### src/rtl/stream_downsize.sv
// stream_downsize: splits a wide keep-qualified beat into narrow words, skipping unkept lanes.
module stream_downsize #(
    parameter int T_DATA_WIDTH = 1,
    parameter int T_DATA_RATIO = 2
) (
    input  logic                    clk,
    input  logic                    rst_n,
    input  logic [T_DATA_WIDTH-1:0] s_data_i [T_DATA_RATIO-1:0],
    input  logic [T_DATA_RATIO-1:0] s_keep_i,
    input  logic                    s_last_i,
    input  logic                    s_valid_i,
    output logic                    s_ready_o,
    output logic [T_DATA_WIDTH-1:0] m_data_o,
    output logic                    m_last_o,
    output logic                    m_valid_o,
    input  logic                    m_ready_i
);
    localparam int IW = (T_DATA_RATIO > 1) ? $clog2(T_DATA_RATIO) : 1;
    localparam logic [0:0] IDLE = 1'b0;
    localparam logic [0:0] SEND = 1'b1;
    logic [0:0]              state_q, state_d;
    logic [T_DATA_WIDTH-1:0] data_q [T_DATA_RATIO-1:0];
    // mask_q holds lanes still to be presented, excluding the word currently on m_data_o
    logic [T_DATA_RATIO-1:0] mask_q, mask_d, src_mask, rest;
    logic                    last_q, last_d, src_last;
    logic [T_DATA_WIDTH-1:0] m_data_q, m_data_d, src_word;
    logic                    m_last_q, m_last_d, m_valid_q, m_valid_d;
    logic [IW-1:0]           idx;
    logic                    accept, fire, load;
    assign s_ready_o = !rst_n && (state_q == IDLE || (mask_q == '0 && m_ready_i));
    assign accept    = s_valid_i && s_ready_o;
    assign fire      = m_valid_q && m_ready_i;
    assign load      = accept || (fire && mask_q != '0);
    assign m_data_o  = m_data_q;
    assign m_last_o  = m_last_q;
    assign m_valid_o = m_valid_q;
    always_comb begin
        src_mask = accept ? s_keep_i : mask_q;
        src_last = accept ? s_last_i : last_q;
        idx = '0;
        for (int i = T_DATA_RATIO - 1; i >= 0; i--)
            if (src_mask[i]) idx = IW'(i);
        src_word  = accept ? s_data_i[idx] : data_q[idx];
        rest      = src_mask & ~(T_DATA_RATIO'(1) << idx);
        mask_d    = load ? rest : mask_q;
        last_d    = accept ? s_last_i : last_q;
        m_valid_d = load ? |src_mask : (fire ? 1'b0 : m_valid_q);
        m_last_d  = load ? (|src_mask && src_last && rest == '0) : (fire ? 1'b0 : m_last_q);
        m_data_d  = (load && |src_mask) ? src_word : m_data_q;
        state_d   = m_valid_d ? SEND : IDLE;
    end
    always_ff @(posedge clk) begin
        if (rst_n) begin
            state_q   <= IDLE;
            mask_q    <= '0;
            last_q    <= 1'b0;
            m_data_q  <= '0;
            m_last_q  <= 1'b0;
            m_valid_q <= 1'b0;
        end else begin
            state_q   <= state_d;
            mask_q    <= mask_d;
            last_q    <= last_d;
            m_data_q  <= m_data_d;
            m_last_q  <= m_last_d;
            m_valid_q <= m_valid_d;
        end
    end
    always_ff @(posedge clk)
        if (accept) data_q <= s_data_i;
endmodule

### config.mk
export PLATFORM = sky130hd
export DESIGN_NAME = stream_downsize
export DESIGN_NICKNAME = d
export VERILOG_FILES = /design/src/rtl/stream_downsize.sv
export SDC_FILE = /design/constraint.sdc
export NUM_CORES = 1
export LEC_CHECK = 0
export BUFFER_PORTS_ARGS = -buffer_cell sky130_fd_sc_hd__buf_2
export CORE_AREA = 2 2 39 41
export CTS_BUF_LIST = sky130_fd_sc_hd__clkbuf_8 sky130_fd_sc_hd__clkbuf_16
export CTS_CLUSTER_SIZE = 10
export DETAILED_ROUTE_END_ITERATION = 10
export DIE_AREA = 0 0 41 43
export SETUP_SLACK_MARGIN = 0.5
export SKIP_LAST_GASP = 1
export SYNTH_ARGS = -nofsm -noshare
export SYNTH_HDL_FRONTEND = slang
export SYNTH_SLANG_ARGS = --single-unit
### constraint.sdc
create_clock -name clk -period 1.8 [get_ports clk]
set_clock_uncertainty 0.1 [all_clocks]
set_input_delay 0.36 -clock clk [delete_from_list [all_inputs] [get_ports clk]]
set_output_delay 0.36 -clock clk [all_outputs]
set_load 0.005 [all_outputs]
==> results of run 1 <==
kinds of logic after synthesis:
| logic type | Yosys count | share of synthesized area, % |
|---|---|---|
| buffers and inverters | 3 | 2.78 |
| and+or+nand+nor | 18 | 27.5 |
| muxes | 1 | 2.22 |
| DFF | 8 | 40.0 |
| AOI/OAI and AO/OA | 15 | 27.5 |
area by class of cell:
type	count	share of cell area, %
multi-input cells	34	46.9
clock buffers	3	6.37
flip-flops and latches	8	29.2
inverters	2	1.16
repair buffers	15	12.7
well taps	16	3.09
clock inverters	1	0.579
cells in the final DEF (no fill, tap or decap), types with 2 or more instances in the layout:
cell and count:
a21oi_1 3, buf_2 12, buf_4 3, clkbuf_8 3, dfxtp_1 3, dfxtp_4 2
edfxtp_1 2, inv_1 3, nand2_1 3, nor2_1 3, o21ba_1 2
sequential cells by signal (all words and copies together) (netlist names):
name and cells:
data_q 2, last_q 1, m_data_o 1, m_last_o 1, mask_q 2, state_q 1
stage by stage:
stage	worst slack, ns	cells	power, W	instance area [µm²]
2_1_floorplan	0.477	45	0.000247	468
3_3_place_gp	0.274	72	0.000272	543
3_5_place_dp	0.284	72	0.000272	543
4_1_cts	0.354	78	0.000507	632
5_1_grt	0.288	79	0.000532	648
6_report	0.341	79	0.000508	648
how the worst max path moves through the flow:
stage                     startpoint         to  slack, ns  depth (start not counted)
after detailed placement   s_valid_i   m_last_o       0.28                          5
after global placement     s_valid_i   m_last_o       0.27                          5
final                      mask_q[1]  s_ready_o       0.34                          4
after CTS                  mask_q[1]   m_last_o       0.35                          4
after floorplan            mask_q[1]   m_last_o       0.48                          4
after global routing       mask_q[1]  s_ready_o       0.29                          4
report_power, final:
group	leakage [nW]	internal (W)	switching (W)
logic	0.171	0.0000420	0.0000412
clock network	0.0269	0.000148	0.0000777
registers	0.0698	0.000192	0.00000605
repair_timing:
item | CTS | global route
buffers inserted | 2 | 1
hold buffers | 0 | 0
pin swaps | 5 | 3
setup endpoints to repair | 4 | 8
gates resized for setup | 7 | 2
routing by layer:
layer	global-route usage, %	share of wire (%)	up-vias
met3	1.57	4.9	0
met1	15.5	41	189
li1	-	-	202
met5	0	0	-
met4	10.0	0	0
met2	21.9	54	16
critical path, stage by stage, from the launching register on:
cell and delay (ns):
dfxtp_4 0.36, nor2_4 0.11, nand2_1 0.06, a21oi_1 0.13, buf_2 0.12
==> impl_metrics.py, run 1 <==
metrics = {
    "setup_path": {
        "cp-end-kind": "primary output",
        "r2r_cells": 4,
        "crit_fanout": 4,
        "r2r_slack_ns": 0.35,
        "worstReg2RegEnd": "m_last_o",
        "reg2reg_from": "mask_q[1]",
        "cp.arrival_ns": 1.00,
        "required_ns": 1.34,
        "startpoint_type": "register",
        "critical_path_class": "reg2out",
    },
    "yosys": {
        "synth.cells.most_frequent": "dfxtp_1 (6), nand2_1 (4), nor2_1 (4)",
        "yosys.area.top_type": "dfxtp_1",
        "async_reset_ff_share_pct": 0,
        "synth_cell_type_count": 28,
        "synth.yosys.seq_area_share_pct": 40.0,
        "synth_edf_count": 2,
        "synth.top_cell.area_share_pct": 26.7,
        "syn_nets": 54,
        "yosys_warnings": 0,
        "synth_area_per_cell_um2": 10.0,
        "synth_area_um2": 450,
        "synth_area_leaders": "dfxtp_1 (27%), edfxtp_1 (13%), nand4bb_4 (6.1%), o21ba_1 (4.4%), a21oi_1 (3.3%)",
        "synth.most_common_cell": "dfxtp_1",
        "ys.flop_type": "dfxtp_1",
        "synth_cells": 45,
        "synth_seq_cells": 8,
    },
    "route": {
        "wl_mm": 1.09,
        "drc": 0,
        "antenna_left": 0,
        "firstDrtPassIters": 4,
        "wl_per_cell_um": 13.7,
        "vias_per_cell": 5.15,
        "drt-initial-drc-count": 36,
        "via_count": 407,
    },
    "worst_hold_path": {
        "min_path_type": "in2reg",
        "min_path_cells": 1,
        "holdPathEnd": "data_q[0]",
        "hold_start": "s_data_i[0]",
    },
    "layout": {
        "regArea_um2": 189,
        "fin_util_pct": 46.8,
        "nets": 73,
        "drive_gt1_share_pct": 49.2,
        "multiInputGateArea_um2": 304,
        "antenna_cells": 0,
        "fill_cells": 130,
        "syn2layout_area_growth_pct": 43.9,
    },
    "timing": {
        "slew_violations": 0,
        "tns_ns": 0,
        "hold_ws_ns": 0.220,
        "grt_setup_unrepaired": "true",
        "tightest_slew_ns": 0.275,
        "min_period_over_period_pct": 81.1,
        "final.min_clock_period_ns": 1.46,
        "maxSlewHeadroom_pct": 81.6,
        "fmaxAchievable_ghz": 0.685,
        "hold_viol_final": 0,
        "setup_violations": 0,
    },
    "global_routing": {
        "grt_max_degree": 12,
        "grt_pass1_vias": 411,
        "grt_antenna_before_repair": 0,
        "overflow": 0,
        "grt_pass1_wl_mm": 1.61,
        "grt_usage_pct": 13.7,
    },
    "clocking": {
        "cts_buffer_depth": 2,
        "cts_buffers": 3,
        "cts.htree.levels": 1,
        "clock_latency_ns": 0.23,
        "cts_root_buf": "clkbuf_8",
        "cts_tree": "built",
        "clkTransAtPathRegs_ns": 0.05,
        "clkSinkCount": 8,
    },
    "floorplanning": {
        "dieArea_um2": 1760,
        "ios": 13,
        "die_w_um": 41,
        "rows": 14,
        "fp.dieH_um": 43,
        "start_util_pct": 32.5,
        "coreArea_um2": 1380,
    },
    "job": {
        "max_cap_viol_count": 0,
    },
    "place": {
        "io_buffer_count": 12,
        "hpwlAfterDp_um": 715,
        "gp_congestion": 0.758,
    },
    "outcome": {
        "status": "complete, no violations",
    },
    "power": {
        "p_per_area_nw_per_um2": 783,
        "power_leakage_nw": 0.267,
        "ir_drop_uv": 226,
    },
}
Power figures use the tool's default switching activity.
==> run 2: changes to the inputs <==
clock period = 1.4 ns   (was 1.8 ns; I/O delays follow)
==> run 2 against run 1 <==
Effect of this change:
- the run now ends with negative setup slack left
- register-to-register slack lost 0.36 ns
- sequential share of layout area shrank 3.6 points
- sequential power grew 29%
- final cell count grew 11%
==> impl_metrics.py, run 2 (synthesis results as in run 1) <==
metrics = {
    "power": {
        "p_per_area_nw_per_um2": 910,
        "p_sw_w": 0.000161,
        "internal-power_w": 0.000516,
        "power.share.switching_pct": 23.8,
        "seqPwrFrac_pct": 37.7,
        "power_leakage_nw": 0.317,
        "clkPwrFrac_pct": 41.8,
        "p_comb_share_pct": 20.5,
        "ir_drop_uv": 450,
    },
    "timing": {
        "setup_violations": 2,
        "grt_setup_unrepaired": "true",
        "final.min_clock_period_ns": 1.41,
        "maxSlewHeadroom_pct": 81.8,
        "fmaxAchievable_ghz": 0.712,
        "slew_violations": 0,
        "min_period_over_period_pct": 100,
        "tns_ns": -0.00584,
        "hold_viol_final": 0,
        "finalWorstSetupSlack_ns": -0.00502,
        "tightest_slew_ns": 0.273,
    },
    "layout": {
        "fill_cells": 125,
        "nets": 82,
        "final_cells": 88,
        "final_common_cell": "buf_2",
        "reg_top3": "data_q x2, mask_q x2",
        "syn2layout_area_growth_pct": 65.0,
        "drive_gt1_share_pct": 59.7,
        "antenna_cells": 0,
        "final_cell_mix": "buf_2 (11), buf_4 (9), buf_6 (4)",
    },
    "clocking": {
        "cts_buffers": 3,
        "clkTransAtPathRegs_ns": 0.04,
        "clock_latency_ns": 0.23,
        "cts_tree": "built",
        "ctsHoldBuffers": 0,
        "cts.htree.levels": 1,
        "cts_root_buf": "clkbuf_8",
        "cts_buffer_depth": 2,
        "clkSinkCount": 8,
    },
    "route": {
        "via_count": 447,
        "antenna_left": 0,
        "drc": 0,
        "vias_per_cell": 5.08,
        "wl_mm": 1.08,
        "firstDrtPassIters": 4,
        "wl_per_cell_um": 12.3,
        "drt-initial-drc-count": 5,
    },
    "worst_hold_path": {
        "min_path_type": "in2reg",
    },
    "floorplanning": {
        "coreArea_um2": 1380,
        "dieArea_um2": 1760,
        "die_w_um": 41,
        "ios": 13,
        "fp.dieH_um": 43,
        "rows": 14,
        "start_util_pct": 32.5,
    },
    "outcome": {
        "status": "finished with violations",
        "violations": "negative setup slack",
    },
    "place": {
        "place_inst": 81,
        "pre_cts_ws_ns": -0.0150,
        "hpwlAfterDp_um": 801,
        "io_buffer_count": 12,
        "gp_congestion": 0.767,
    },
    "setup_path": {
        "crit_fanout": 4,
        "r2r_slack_ns": -0.005,
        "cp-end-kind": "register",
        "startpoint_type": "register",
        "cp.arrival_ns": 1.42,
        "required_ns": 1.41,
        "critical_path_class": "reg2reg",
    },
    "global_routing": {
        "grt_max_degree": 8,
        "grt_antenna_before_repair": 0,
        "overflow": 0,
        "grt_usage_pct": 15.7,
        "grt_pass1_wl_mm": 1.82,
        "grt_pass1_vias": 427,
    },
    "job": {
        "max_cap_viol_count": 0,
    },
}
-- run 2: cell types whose count changed in the layout (fill, tap and decap cells not counted), sizes merged --
cell | previous run | this run
buf | 15 | 24
-- run 2: area by class of cell --
type | count | area (µm²) | area share [%]
well taps | 16 | 20.0 | 2.69
repair buffers | 24 | 168 | 22.6
clock inverters | 1 | 3.75 | 0.505
multi-input cells | 34 | 313 | 42.1
inverters | 2 | 7.51 | 1.01
flip-flops and latches | 8 | 190 | 25.6
clock buffers | 3 | 41.3 | 5.56
-- run 2: what timing repair did --
| item | 4_1_cts | 5_1_grt |
|---|---|---|
| gates cloned | 0 | 0 |
| endpoints found under the setup margin | 12 | 12 |
| pin swaps | 1 | 3 |
| endpoints found under the hold margin | 0 | 0 |
| gates resized for setup | 5 | 8 |
| setup buffers | 1 | 2 |
-- run 2: stage by stage --
step           util, %  power [W]  area, µm²  hold slack [ns]
6_report          53.7   0.000677        743            0.150
5_1_grt           53.7   0.000720        743            0.136
4_1_cts           50.3   0.000671        696            0.144
3_5_place_dp      45.2   0.000371        626            0.350
3_3_place_gp      45.2   0.000371        626            0.351
2_1_floorplan        -   0.000320        483            0.279
-- run 2: critical path, stage by stage, from the launching register on --
cell and delay, ns:
dfxtp_2 0.33, nand4bb_4 0.28, a21oi_4 0.20, a32oi_1 0.12, a32o_1 0.26
-- run 2: layer usage --
metal | global-route usage (%) | vias up | part of all wire [%]
met1 | 17.9 | 206 | 40
met5 | 0 | - | 0
met2 | 24.1 | 17 | 53
met4 | 10.0 | 0 | 0.74
li1 | - | 222 | -
met3 | 4.71 | 2 | 5.7
-- run 2: power groups by stage --
stage / combinational (W) / sequential [W] / clock [W]
2_1_floorplan: 0.0000603 / 0.000260 / 0
3_3_place_gp: 0.000111 / 0.000261 / 0
3_5_place_dp: 0.000111 / 0.000261 / 0
4_1_cts: 0.000120 / 0.000257 / 0.000294
5_1_grt: 0.000150 / 0.000256 / 0.000313
6_report: 0.000139 / 0.000255 / 0.000283
-- run 2: worst paths after layout --
| check | from | to | cells past startpoint |
|---|---|---|---|
| setup / recovery | mask_q[1] | m_last_o | 4 |
| hold / removal | s_data_i[1] | data_q[1] | 1 |
| setup reg to reg | mask_q[1] | m_last_o | 4 |
| hold reg to reg | m_last_o | m_last_o | 1 |
